<file path="config.mk">
export PLATFORM = sky130hd
export DESIGN_NAME = conv_window_reader
export DESIGN_NICKNAME = d
export VERILOG_FILES = /design/src/rtl/conv_window_reader.sv
export SDC_FILE = /design/constraint.sdc
export NUM_CORES = 1
export LEC_CHECK = 0
export BUFFER_PORTS_ARGS = -buffer_cell sky130_fd_sc_hd__buf_2
export CORE_ASPECT_RATIO = 0.6
export CORE_UTILIZATION = 35
export DETAILED_ROUTE_END_ITERATION = 12
export GPL_ROUTABILITY_DRIVEN = 0
export GPL_TIMING_DRIVEN = 0
export PLACE_DENSITY = 0.51
export SLEW_MARGIN = 0
export SYNTH_ARGS = -nofsm -noshare
export SYNTH_HDL_FRONTEND = slang
export SYNTH_SLANG_ARGS = --single-unit
</file>
<file path="constraint.sdc">
create_clock -name clk -period 10.5 [get_ports clk]
set_clock_uncertainty 0.2 [all_clocks]
set_input_delay 1.575 -clock clk [delete_from_list [all_inputs] [get_ports clk]]
set_output_delay 1.575 -clock clk [all_outputs]
set_load 0.05 [all_outputs]
</file>
<file path="src/rtl/conv_window_reader.sv">
// conv_window_reader: raster-scans an IMG_W x IMG_H image held in SRAM and presents each 3x3 window.
// Define WIN_REPLICATE_EN to clamp out-of-image taps to the border instead of zero padding.
module conv_window_reader #(
  parameter int IMG_W  = 256,
  parameter int IMG_H  = 128,
  parameter int ADDR_W = 15,
  parameter int DATA_W = 8
) (
  input  logic                      clk,
  input  logic                      rst,
  input  logic                      start,
  output logic                      busy,
  output logic                      done,
  output logic                      sram_en,
  output logic                      sram_wen,
  output logic [ADDR_W-1:0]         sram_addr,
  output logic [DATA_W-1:0]         sram_d,
  input  logic [DATA_W-1:0]         sram_q,
  output logic                      win_valid,
  input  logic                      win_ready,
  output logic [9*DATA_W-1:0]       win_data,
  output logic [$clog2(IMG_W)-1:0]  win_x,
  output logic [$clog2(IMG_H)-1:0]  win_y
);
  localparam int XW = $clog2(IMG_W);
  localparam int YW = $clog2(IMG_H);

  typedef enum logic [1:0] {IDLE, FETCH, OUT, DONE} state_t;
  state_t state, state_nxt;

  logic [XW-1:0]     x;
  logic [YW-1:0]     y;
  logic [3:0]        tap;
  logic [3:0]        cap_k;
  logic [8:0]        pad;
  logic [ADDR_W-1:0] addr_q;
  logic [ADDR_W-1:0] tap_addr;
  logic [DATA_W-1:0] taps [9];
  logic              tap_in;
  logic              issue;
  logic              last;
  int                dx, dy, col, row;

  // Tap k sits at (x + k%3 - 1, y + k/3 - 1)
  always_comb begin
    dx  = int'(tap) % 3 - 1;
    dy  = int'(tap) / 3 - 1;
    col = int'(x) + dx;
    row = int'(y) + dy;
`ifdef WIN_REPLICATE_EN
    if (col < 0) col = 0;
    else if (col > IMG_W - 1) col = IMG_W - 1;
    if (row < 0) row = 0;
    else if (row > IMG_H - 1) row = IMG_H - 1;
    tap_in = 1'b1;
`else
    tap_in = (col >= 0) && (col < IMG_W) && (row >= 0) && (row < IMG_H);
`endif
    tap_addr = ADDR_W'(row * IMG_W + col);
  end

  always_comb begin
    issue     = (state == FETCH) && (tap < 4'd9);
    cap_k     = tap - 4'd1;
    last      = (x == XW'(IMG_W - 1)) && (y == YW'(IMG_H - 1));
    busy      = (state != IDLE);
    done      = (state == DONE);
    win_valid = (state == OUT);
    sram_en   = issue && tap_in;
    // Padded taps leave the bus parked on the last address actually issued
    sram_addr = sram_en ? tap_addr : addr_q;
    sram_wen  = 1'b1;
    sram_d    = '0;
    win_x     = x;
    win_y     = y;
    win_data  = '0;
    for (int unsigned k = 0; k < 9; k++) begin
      win_data[DATA_W*k +: DATA_W] = taps[k];
    end
  end

  always_comb begin
    state_nxt = state;
    case (state)
      IDLE:    if (start) state_nxt = FETCH;
      FETCH:   if (tap == 4'd9) state_nxt = OUT;
      OUT:     if (win_ready) state_nxt = last ? DONE : FETCH;
      DONE:    state_nxt = IDLE;
      default: state_nxt = IDLE;
    endcase
  end

  always_ff @(posedge clk or posedge rst) begin
    if (rst) state <= IDLE;
    else     state <= state_nxt;
  end

  always_ff @(posedge clk or posedge rst) begin
    if (rst) begin
      x      <= '0;
      y      <= '0;
      tap    <= '0;
      pad    <= '0;
      addr_q <= '0;
      for (int unsigned k = 0; k < 9; k++) taps[k] <= '0;
    end else begin
      if (sram_en) addr_q <= tap_addr;
      case (state)
        IDLE: begin
          if (start) begin
            x   <= '0;
            y   <= '0;
            tap <= '0;
          end
        end
        FETCH: begin
          if (issue) pad[tap] <= !tap_in;
          // Read data lags the issue by one cycle, so capture trails the tap counter
          if (tap != 4'd0) taps[cap_k] <= pad[cap_k] ? '0 : sram_q;
          tap <= (tap == 4'd9) ? 4'd0 : tap + 4'd1;
        end
        OUT: begin
          if (win_ready && !last) begin
            if (x == XW'(IMG_W - 1)) begin
              x <= '0;
              y <= y + 1'b1;
            end else begin
              x <= x + 1'b1;
            end
          end
        end
        default: ;
      endcase
    end
  end
endmodule

</file>
=== After elaboration in Yosys (flattened, before gate mapping) ===
Index checks and enable logic that the tools add are counted.

* $add $sub $neg: 9
* Divide/modulo/power cells: 2
* Order comparisons: 10
* Eq/ne operators: 11
* Muxes and demuxes: 26
* Bitwise operators: 1
* Reduce and logical (&&, ||, !) cells: 22

{| class="wikitable"
|+ Operators by type and width
! operator !! count
|-
| $bwmux 72 || 1
|-
| $ge 32x1->1 const B || 2
|-
| $sub 32x2->32 const B || 2
|-
| $mux 8 || 5
|-
| $add 8x32->32 || 1
|-
| $add 9x32->32 || 1
|-
| $demux 8 s4 || 1
|-
| $div 5x3->32 const B || 1
|-
| $lt 32x10->1 const B || 1
|-
| $lt 32x9->1 const B || 1
|-
| $mod 5x3->32 const B || 1
|-
| $mux 7 || 3
|-
| $pmux 8 s2 || 1
|-
| $add 15x15->15 || 1
|-
| $mux 15 || 1
|-
| $pmux 7 s2 || 1
|-
| $lt 4x5->1 const B || 2
|-
| $bwmux 9 || 1
|-
| $logic_and 1x1->1 || 9
|-
| $add 8x1->8 const B || 1
|-
| $eq 8x8->1 const B || 1
|-
| $mux 2 || 4
|-
| $mux 4 || 2
|-
| $ne 2x1->1 const B || 4
|-
| other kinds (25) || 33
|}

* Register bits: 117
* Input port bits: 12
* Output and inout port bits: 115

=== Logic depth before layout (Yosys ltp) ===
Gate-level depths: netlist of run 1.

* Depth in word-level cells: 9
* Mapped depth: 34

=== Worst setup path after synthesis of run 1 ===
No wires, ideal clock.

* Kind: register to output
* Start: register tap[2]
* End: output port sram_en
* Data arrival time: 7.492 ns
* Required time: 8.725 ns
* Setup slack: 1.233 ns
* Stages on the path, launching flop included: 33
* Path through: dfrtp_1 -> buf_4 -> clkbuf_1 -> clkbuf_1 -> ha_1 -> nand2b_1 -> and2_1 -> inv_1 -> ha_1 -> nand2b_1 -> o41ai_1 -> nand2_1 -> or2_2 -> clkbuf_1 -> inv_1 -> ha_1 -> inv_1 -> ha_1 -> fa_1 -> a21o_1 -> a21o_1 -> a21oi_1 -> nor2_1 -> nor2_1 -> ha_1 -> o211ai_1 -> a311o_1 -> nor4_1 -> nand3_1 -> nor3_1 -> nand4_1 -> or4_1 -> nor4b_1

* Word-level cells in the longest chain between the ends: 8

{| class="wikitable"
|+ Ends and longest elaborated chain
! element !! RTL line !! RTL
|-
| start, declared || 33 || <nowiki>logic [3:0] tap;</nowiki>
|-
| start signal, assigned || 120 || <nowiki>tap <= (tap == 4'd9) ? 4'd0 : tap + 4'd1;</nowiki>
|-
| $mod 5x3->32 || 46 || <nowiki>dx = int'(tap) % 3 - 1;</nowiki>
|-
| $sub 32x2->32 || 46 ||
|-
| $add 9x32->32 || 48 || <nowiki>col = int'(x) + dx;</nowiki>
|-
| $ge 32x1->1 / $lt 32x10->1 (equally long branches) || 57 || <nowiki>tap_in = (col >= 0) && (col < IMG_W) && (row >= 0) && (row < IMG_H);</nowiki>
|-
| $logic_and 1x1->1 (3 in series) || 57 ||
|-
| $logic_and 1x1->1 * || 69 || <nowiki>sram_en = issue && tap_in;</nowiki>
|-
| end, declared || 14 || <nowiki>output logic sram_en,</nowiki>
|}

Every way passes the cells marked *; elsewhere a longest branch is shown, timed or not.

=== Worst setup path in the final report of run 1 ===
* Start: register tap[3]
* End: output port sram_addr[13]

* Word-level cells in the longest chain between the ends: 9

{| class="wikitable"
|+ Ends and longest elaborated chain
! element !! RTL line !! RTL
|-
| $mod 5x3->32 || 46 ||
|-
| $sub 32x2->32 || 46 ||
|-
| $add 9x32->32 || 48 ||
|-
| $ge 32x1->1 / $lt 32x10->1 (equally long branches) || 57 ||
|-
| $logic_and 1x1->1 (3 in series) || 57 ||
|-
| $logic_and 1x1->1 || 69 ||
|-
| $mux 15 * || - ||
|-
| end, declared || 16 || <nowiki>output logic [ADDR_W-1:0] sram_addr,</nowiki>
|}

Marked as above.

==> results of run 1 <==
==> cell families (layout without fill, tap and decap cells) <==
family | count (synthesis) | count (layout)
flip-flops | 117 | 117
XOR/XNOR | 39 | 39
multiplexers | 42 | 42
AND/OR/NAND/NOR | 343 | 343
adder cells (fa/ha/maj) | 74 | 74
other | 2 | 10
AO/OA/AOI/OAI | 259 | 259
buffers and inverters | 146 | 297
==> worst max-delay path: cells and delay by family, from the launching register on <==
family / cells / cell delay (ns)
adders and majority gates: 5 / 1.53
buffers and inverters: 8 / 1.55
and+or+nand+nor: 6 / 1.61
muxes: 2 / 0.58
DFF: 1 / 0.41
xor gates and xnor gates: 1 / 0.49
AOI/OAI and AO/OA: 7 / 1.52
==> synthesized netlist by cell type (all sizes together) (13+ instances only) <==
cell type,n
nand2,148
dfrtp,117
o21ai,105
inv,94
nor2,73
ha,71
a21oi,64
nand3,33
clkbuf,27
xnor2,25
buf,24
mux2,24
nor3,24
a21o,17
mux2i,16
xor2,14
a211oi,13
nand4,13
==> cell type report <==
class	count	share of cell area [%]
Buffer	51	2.70
Multi-Input combinational cell	766	49.3
Timing Repair Buffer	120	6.11
Clock buffer	23	4.75
Antenna cell	1	0.0243
Tap cell	322	3.92
Inverter	95	3.52
Clock inverter	8	1.19
Sequential cell	117	28.5
==> flip-flops by register name, indices dropped and copies added, names as in the netlist <==
name / count
addr_q: 15
win_x: 8
win_y: 7
tap: 4
win_data: 72
pad: 9
state: 2
==> metal layers <==
| layer | up-vias | share of wire (%) | track usage (%) |
|---|---|---|---|
| met4 | 0 | 0.85 | 4.52 |
| met3 | 18 | 7.8 | 5.48 |
| li1 | 3833 | - | - |
| met1 | 3689 | 56 | 34.8 |
| met5 | - | 0 | 0 |
| met2 | 227 | 36 | 25.0 |
==> through the flow <==
step	instance area, µm²	setup WS (ns)	util [%]	hold WS, ns
floorplan	8630	1.23	-	0.274
global placement	9620	0.854	39.8	0.258
detailed placement	9650	0.882	39.9	0.265
CTS	10300	0.371	42.5	0.277
global route	10300	0.0413	42.5	0.296
finish	10300	0.589	42.5	0.269
==> how the worst max path moves through the flow <==
stage,cells past startpoint,start,end,slack (ns)
5_1_grt,33,tap[3],sram_addr[14],0.04
6_report,29,tap[3],sram_addr[13],0.59
3_5_place_dp,33,tap[0],sram_addr[13],0.88
4_1_cts,33,tap[0],sram_addr[13],0.37
3_3_place_gp,33,tap[0],sram_addr[13],0.85
2_1_floorplan,32,tap[2],sram_en,1.23
==> what timing repair did <==
action,4_1_cts,5_1_grt
setup endpoints to repair,0,10
buffers inserted,0,2
endpoints found under the hold margin,0,0
resized for setup,0,1
==> results.md, run 1 <==
* Outcome: finished clean
* Mapped cell area at 8600 µm²
* CP Launch Type: flip-flop
* Worst r2r path cells at 28
* I/O pin total at 127
* Compound-Gate Fraction of Synth Area at between 10% and 20%
* CTS clk-pin slew, worst paths at approximately 0.05 ns
* Mean post-synth cell area at roughly 8.4 µm²
* Main synth FF type: dfrtp_1
* Worst Hold End: win_data[25]
* Filler Cell Count at between 2000 and 2500
* Footprint of the multi-input gates at slightly above 5000 µm²
* Rel. slew slack at approximately 35%
* R2R Setup Slk at between 2 and 3 ns
* Crit path capture type: output port
* RSZ-0062 raised after global routing: no
* #FFs+latches synth at 117
* H-tree Lvls at 4
* Hpwl dp at 20400 µm
* Mux contribution to synthesized area at under 10%
* Die Area at between 20000 and 30000 µm²
* Post-synth EDFFs at 0
* Slowest CP cell: or4_1
* Synth unique cells at between 80 and 90
* CP arrival at between 8 and 9 ns
* Final min period at 9.91 ns
* Gate Count Post-Synth at 1022
* Crit Path Max Fanout at 10
* Core area at approximately 24000 µm²
* CTS Hold Buffers Added at 0
* Yosys warns at 0
* Share of cells above drive strength 1 at between 10% and 20%
* GRT Residual Overflow at 0
* Worst hold path class: reg2reg
* Final hold vios at 0
* Final nets at around 1300
* Final non-filler cell total at about 1500
* Setup TNS at 0 ns
* Initial antenna violation count at 1
* Final wirelength at around 26000 µm
* Pre-antenna DRT Iters at 5
* Dpl cells at ~1500
* CP Class: reg2out
* Worst hold start: win_data[25]
* Total CTS buffers at 17
* Simple-Gate Fraction of Synth Area at between 10% and 20%
* Post-synthesis async set-or-reset flop share at 100%
* Combinational family with the most area after synthesis: compound AO/OA/AOI/OAI gates
* Vias per cell at between 5 and 6
* Max Fclk at 101 MHz
* Sequential share of the synthesized area at approximately 34%
* Largest net degree at the start of global routing at 90
* Max-slew violation count at 0
* Effective utilization at floorplan at a little over a third
* Top cell type by total area after synthesis: dfrtp_1
* Die height at around 120 µm
* Largest cells by area after synthesis: dfrtp_1, ha_1, nand2_1
* CP required at about 8.7 ns
* Number of global-route vias before repair at between 6000 and 7000
* Post-route clock period utilization at approximately 94%
* Max_cap viols at 0
* PortBufs at ~120
* Maximum clock insertion buffer count at 2
* GR Util All Layers at between 20% and 30%
* Worst skew pair latency at 0.43 ns
* Root buffer cell: clkbuf_16
* Drt first-iter violations at 570
* Die width at 204 µm
* TritonCTS clock tree: built
* Commonest non-fill, non-tap cell in the layout: nand2_1
* Standard-cell rows at between 40 and 50
* ANT nets after route at 0
* Wirelength per Cell at about 17 µm
* Drt drc at 0
* Most frequent cells in the layout: nand2_1, buf_2, dfrtp_1
* Area Overhead vs Synth at 19.5%
* Worst hold stages at 2
* Slowest stage delay, CP at slightly above 0.5 ns
* Least-Margin Pin Slew at 0.973 ns
* Reg area at between 2000 and 3000 µm²
* Post-synthesis adder-cell area fraction at ~11%
* Endpoints failing setup at 0
* # clock sinks at about 120
* Reg2reg start: tap[3]
* Synth top area share at between 30% and 40%
* Synth Area in XOR/XNOR at roughly 4.1%
* R2r endpoint: pad[4]
* Routed vias at approximately 8000
* First-pass GRT wire length at roughly 40000 µm
* Most Frequent Cell on Critical Path: ha_1
Power of run 1 is not shown: default switching activity piles up to over one toggle a cycle in this logic, so the estimate is an artifact.
==> run 2: changes to the inputs <==
--- a/config.mk
+++ b/config.mk
@@ -12,6 +12,7 @@
 export GPL_ROUTABILITY_DRIVEN = 0
 export GPL_TIMING_DRIVEN = 0
 export PLACE_DENSITY = 0.51
+export RECOVER_POWER = 50
 export SLEW_MARGIN = 0
 export SYNTH_ARGS = -nofsm -noshare
 export SYNTH_HDL_FRONTEND = slang
==> constraint.sdc (replaced) <==
create_clock -name clk -period 9.9 [get_ports clk]
set_clock_uncertainty 0.2 [all_clocks]
set_input_delay 1.485 -clock clk [delete_from_list [all_inputs] [get_ports clk]]
set_output_delay 1.485 -clock clk [all_outputs]
set_load 0.05 [all_outputs]
==> run 2 against run 1 <==
The run now ends with capacitance limit, slew limit left. Worst hold slack improved by 0.0053 ns. Sequential share of layout area rose by 0.18 points. Global-route usage barely moved. Core utilization fell by 0.26 points. Design area fell by 0.62%. Wire length rose by 0.17%. Largest cell class unchanged. Highest routed layer unchanged.
==> results.md, run 2 (synthesis results as in run 1) <==
* Rel. slew slack at -217% (-250 points)
* Met1 GRT Util at 34.8% (about the same)
* CP Class: reg2out
* Die Area at 25200 µm² (unchanged)
* Max Fclk at 106 MHz
* Largest net degree at the start of global routing at 90 (unchanged)
* Routed vias at 7796 (+0.37%)
* Final min period at about 9.4 ns
* Final Util at 42.3% (-0.26 points)
* Slowest stage delay, CP at 0.51 ns (about the same)
* Most Frequent Cell on Critical Path: ha_1
* Max_cap viols at 1 (+1)
* Number of flip-flops under the largest register name at 72 (unchanged)
* Outcome: complete, but fails checks
* First-pass GRT wire length at 40300 µm (about the same)
* ANT nets after route at 0 (unchanged)
* Hpwl dp at 20400 µm (unchanged)
* Crit Path Max Fanout at 10 (unchanged)
* M3 GR Usage at 5.48% (unchanged)
* Filler Cell Count at 2478 (+1.6%)
* PortBufs at 117 (unchanged)
* Violated checks: capacitance limit, slew limit
* Worst r2r path cells at 26 (-7.1%)
* GRT Residual Overflow at 0 (unchanged)
* Post-route clock period utilization at 94.9%
* GRT busiest layer: met1
* Number of global-route vias before repair at 6973 (+0.057%)
* Die height at 123 µm (unchanged)
* Effective utilization at floorplan at 35.6% (unchanged)
* CTS Hold Buffers Added at 0 (unchanged)
* CP arrival at 7.71 ns (-0.43 ns)
* Standard-cell rows at 44 (unchanged)
* Drt first-iter violations at 556 (-2.5%)
* Area Overhead vs Synth at 18.7%
* Maximum clock insertion buffer count at 2 (unchanged)
* Core area at 24200 µm² (unchanged)
* Final hold vios at 0 (unchanged)
* Worst hold stages at 2 (unchanged)
* Pre-CTS setup slack at 0.372 ns (-0.510 ns)
* Vias per cell at 5.19 (+0.51%)
* Share of cells above drive strength 1 at 14.9% (-3.4 points)
* Final worst slack at 0.510 ns (-0.0796 ns)
* GRT met2 Usage at 25.0% (unchanged)
* CP required at 8.22 ns (-0.51 ns)
* Commonest non-fill, non-tap cell in the layout: nand2_1
* Worst skew pair latency at 0.42 ns (about the same)
* Slowest CP cell: or4_1
* Max-slew violation count at 90 (+90)
* Root buffer cell: clkbuf_16
* CTS clk-pin slew, worst paths at 0.05 ns (about the same)
* Final wirelength at 25700 µm (+0.17%)
* Crit path capture type: output port
* Setup TNS at 0 ns (unchanged)
* GR Util All Layers at 20.9% (about the same)
* Hold_ws at 0.274 ns (+0.00527 ns)
* CP Launch Type: flip-flop
* RSZ-0062 raised after global routing: no
* I/O pin total at 127 (unchanged)
* Most frequent cells in the layout: nand2_1, dfrtp_1, o21ai_0
* Wirelength per Cell at 17.1 µm (+0.30%)
* # clock sinks at 117 (unchanged)
* Drt drc at 0 (unchanged)
* Final nets at 1252 (-0.16%)
* Initial antenna violation count at 1 (unchanged)
* H-tree Lvls at 4 (unchanged)
* Endpoints failing setup at 0 (unchanged)
* Total CTS buffers at 17 (unchanged)
* TritonCTS clock tree: built
* Pre-antenna DRT Iters at 5 (unchanged)
* Least-Margin Pin Slew at 4.75 ns (+3.78 ns)
* Worst hold path class: reg2reg
* Die width at 204 µm (unchanged)
run 2: cell count changes in the layout (fill, tap and decap cells not counted), moves of 2 or more:
cell / before / now
a211oi_1: 11 / 9
nor4_2: 0 / 2
buf_2: 124 / 81
nor4_1: 8 / 6
clkbuf_1: 28 / 72
a211oi_2: 2 / 4
run 2: what timing repair did:
item / 4_1_cts / 5_1_grt
pin swaps: 1 / 1
endpoints found under the setup margin: 10 / 16
cloned: 0 / 0
endpoints found under the hold margin: 0 / 0
buffers inserted: 1 / 0
resized for setup: 1 / 5
run 2: area by class of cell:
class / count / area [µm²] / share of cell area [%]
multi-input cells: 766 / 5100 / 49.9
flip-flops and latches: 117 / 2930 / 28.7
repair buffers: 119 / 542 / 5.30
clock buffers: 23 / 488 / 4.78
well taps: 322 / 403 / 3.94
inverters: 95 / 358 / 3.50
plain buffers: 50 / 274 / 2.68
clock inverters: 8 / 123 / 1.20
diodes: 1 / 2.50 / 0.0245
run 2: metrics by stage:
step / instance area, µm² / cells
after floorplan: 8630 / 1029
after global placement: 9620 / 1468
after detailed placement: 9650 / 1469
after CTS: 10300 / 1501
after global routing: 10200 / 1500
final: 10200 / 1501
run 2: path summary, 6_finish.rpt:
check | start | slack [ns] | endpoint
max in group asynchronous | rst | 3.30 | win_data[60]
worst min register to register | win_data[58] | 0.27 | win_data[58]
worst max-delay path | tap[3] | 0.51 | sram_addr[4]
min in group asynchronous | rst | 1.10 | win_data[0]
worst max register to register | tap[3] | 2.41 | pad[2]
worst min-delay path | win_data[58] | 0.27 | win_data[58]
run 2: metal layers:
layer | up-vias | wire, µm | part of all wire [%]
li1 | 3833 | - | -
met1 | 3700 | 14200 | 55
met2 | 247 | 9210 | 36
met3 | 16 | 2090 | 8.1
met4 | 0 | 202 | 0.79
met5 | - | 0 | 0
run 2: worst max-delay path, delay by kind of cell (launching register included):
family          cells  cell delay (ns)
compound gates      7             1.81
buf+inv             7             1.11
fa+ha+maj           5             1.49
simple gates        6             1.89
flops               1             0.41
mux                 2             0.56
Power of run 2 is left out for the same reason.
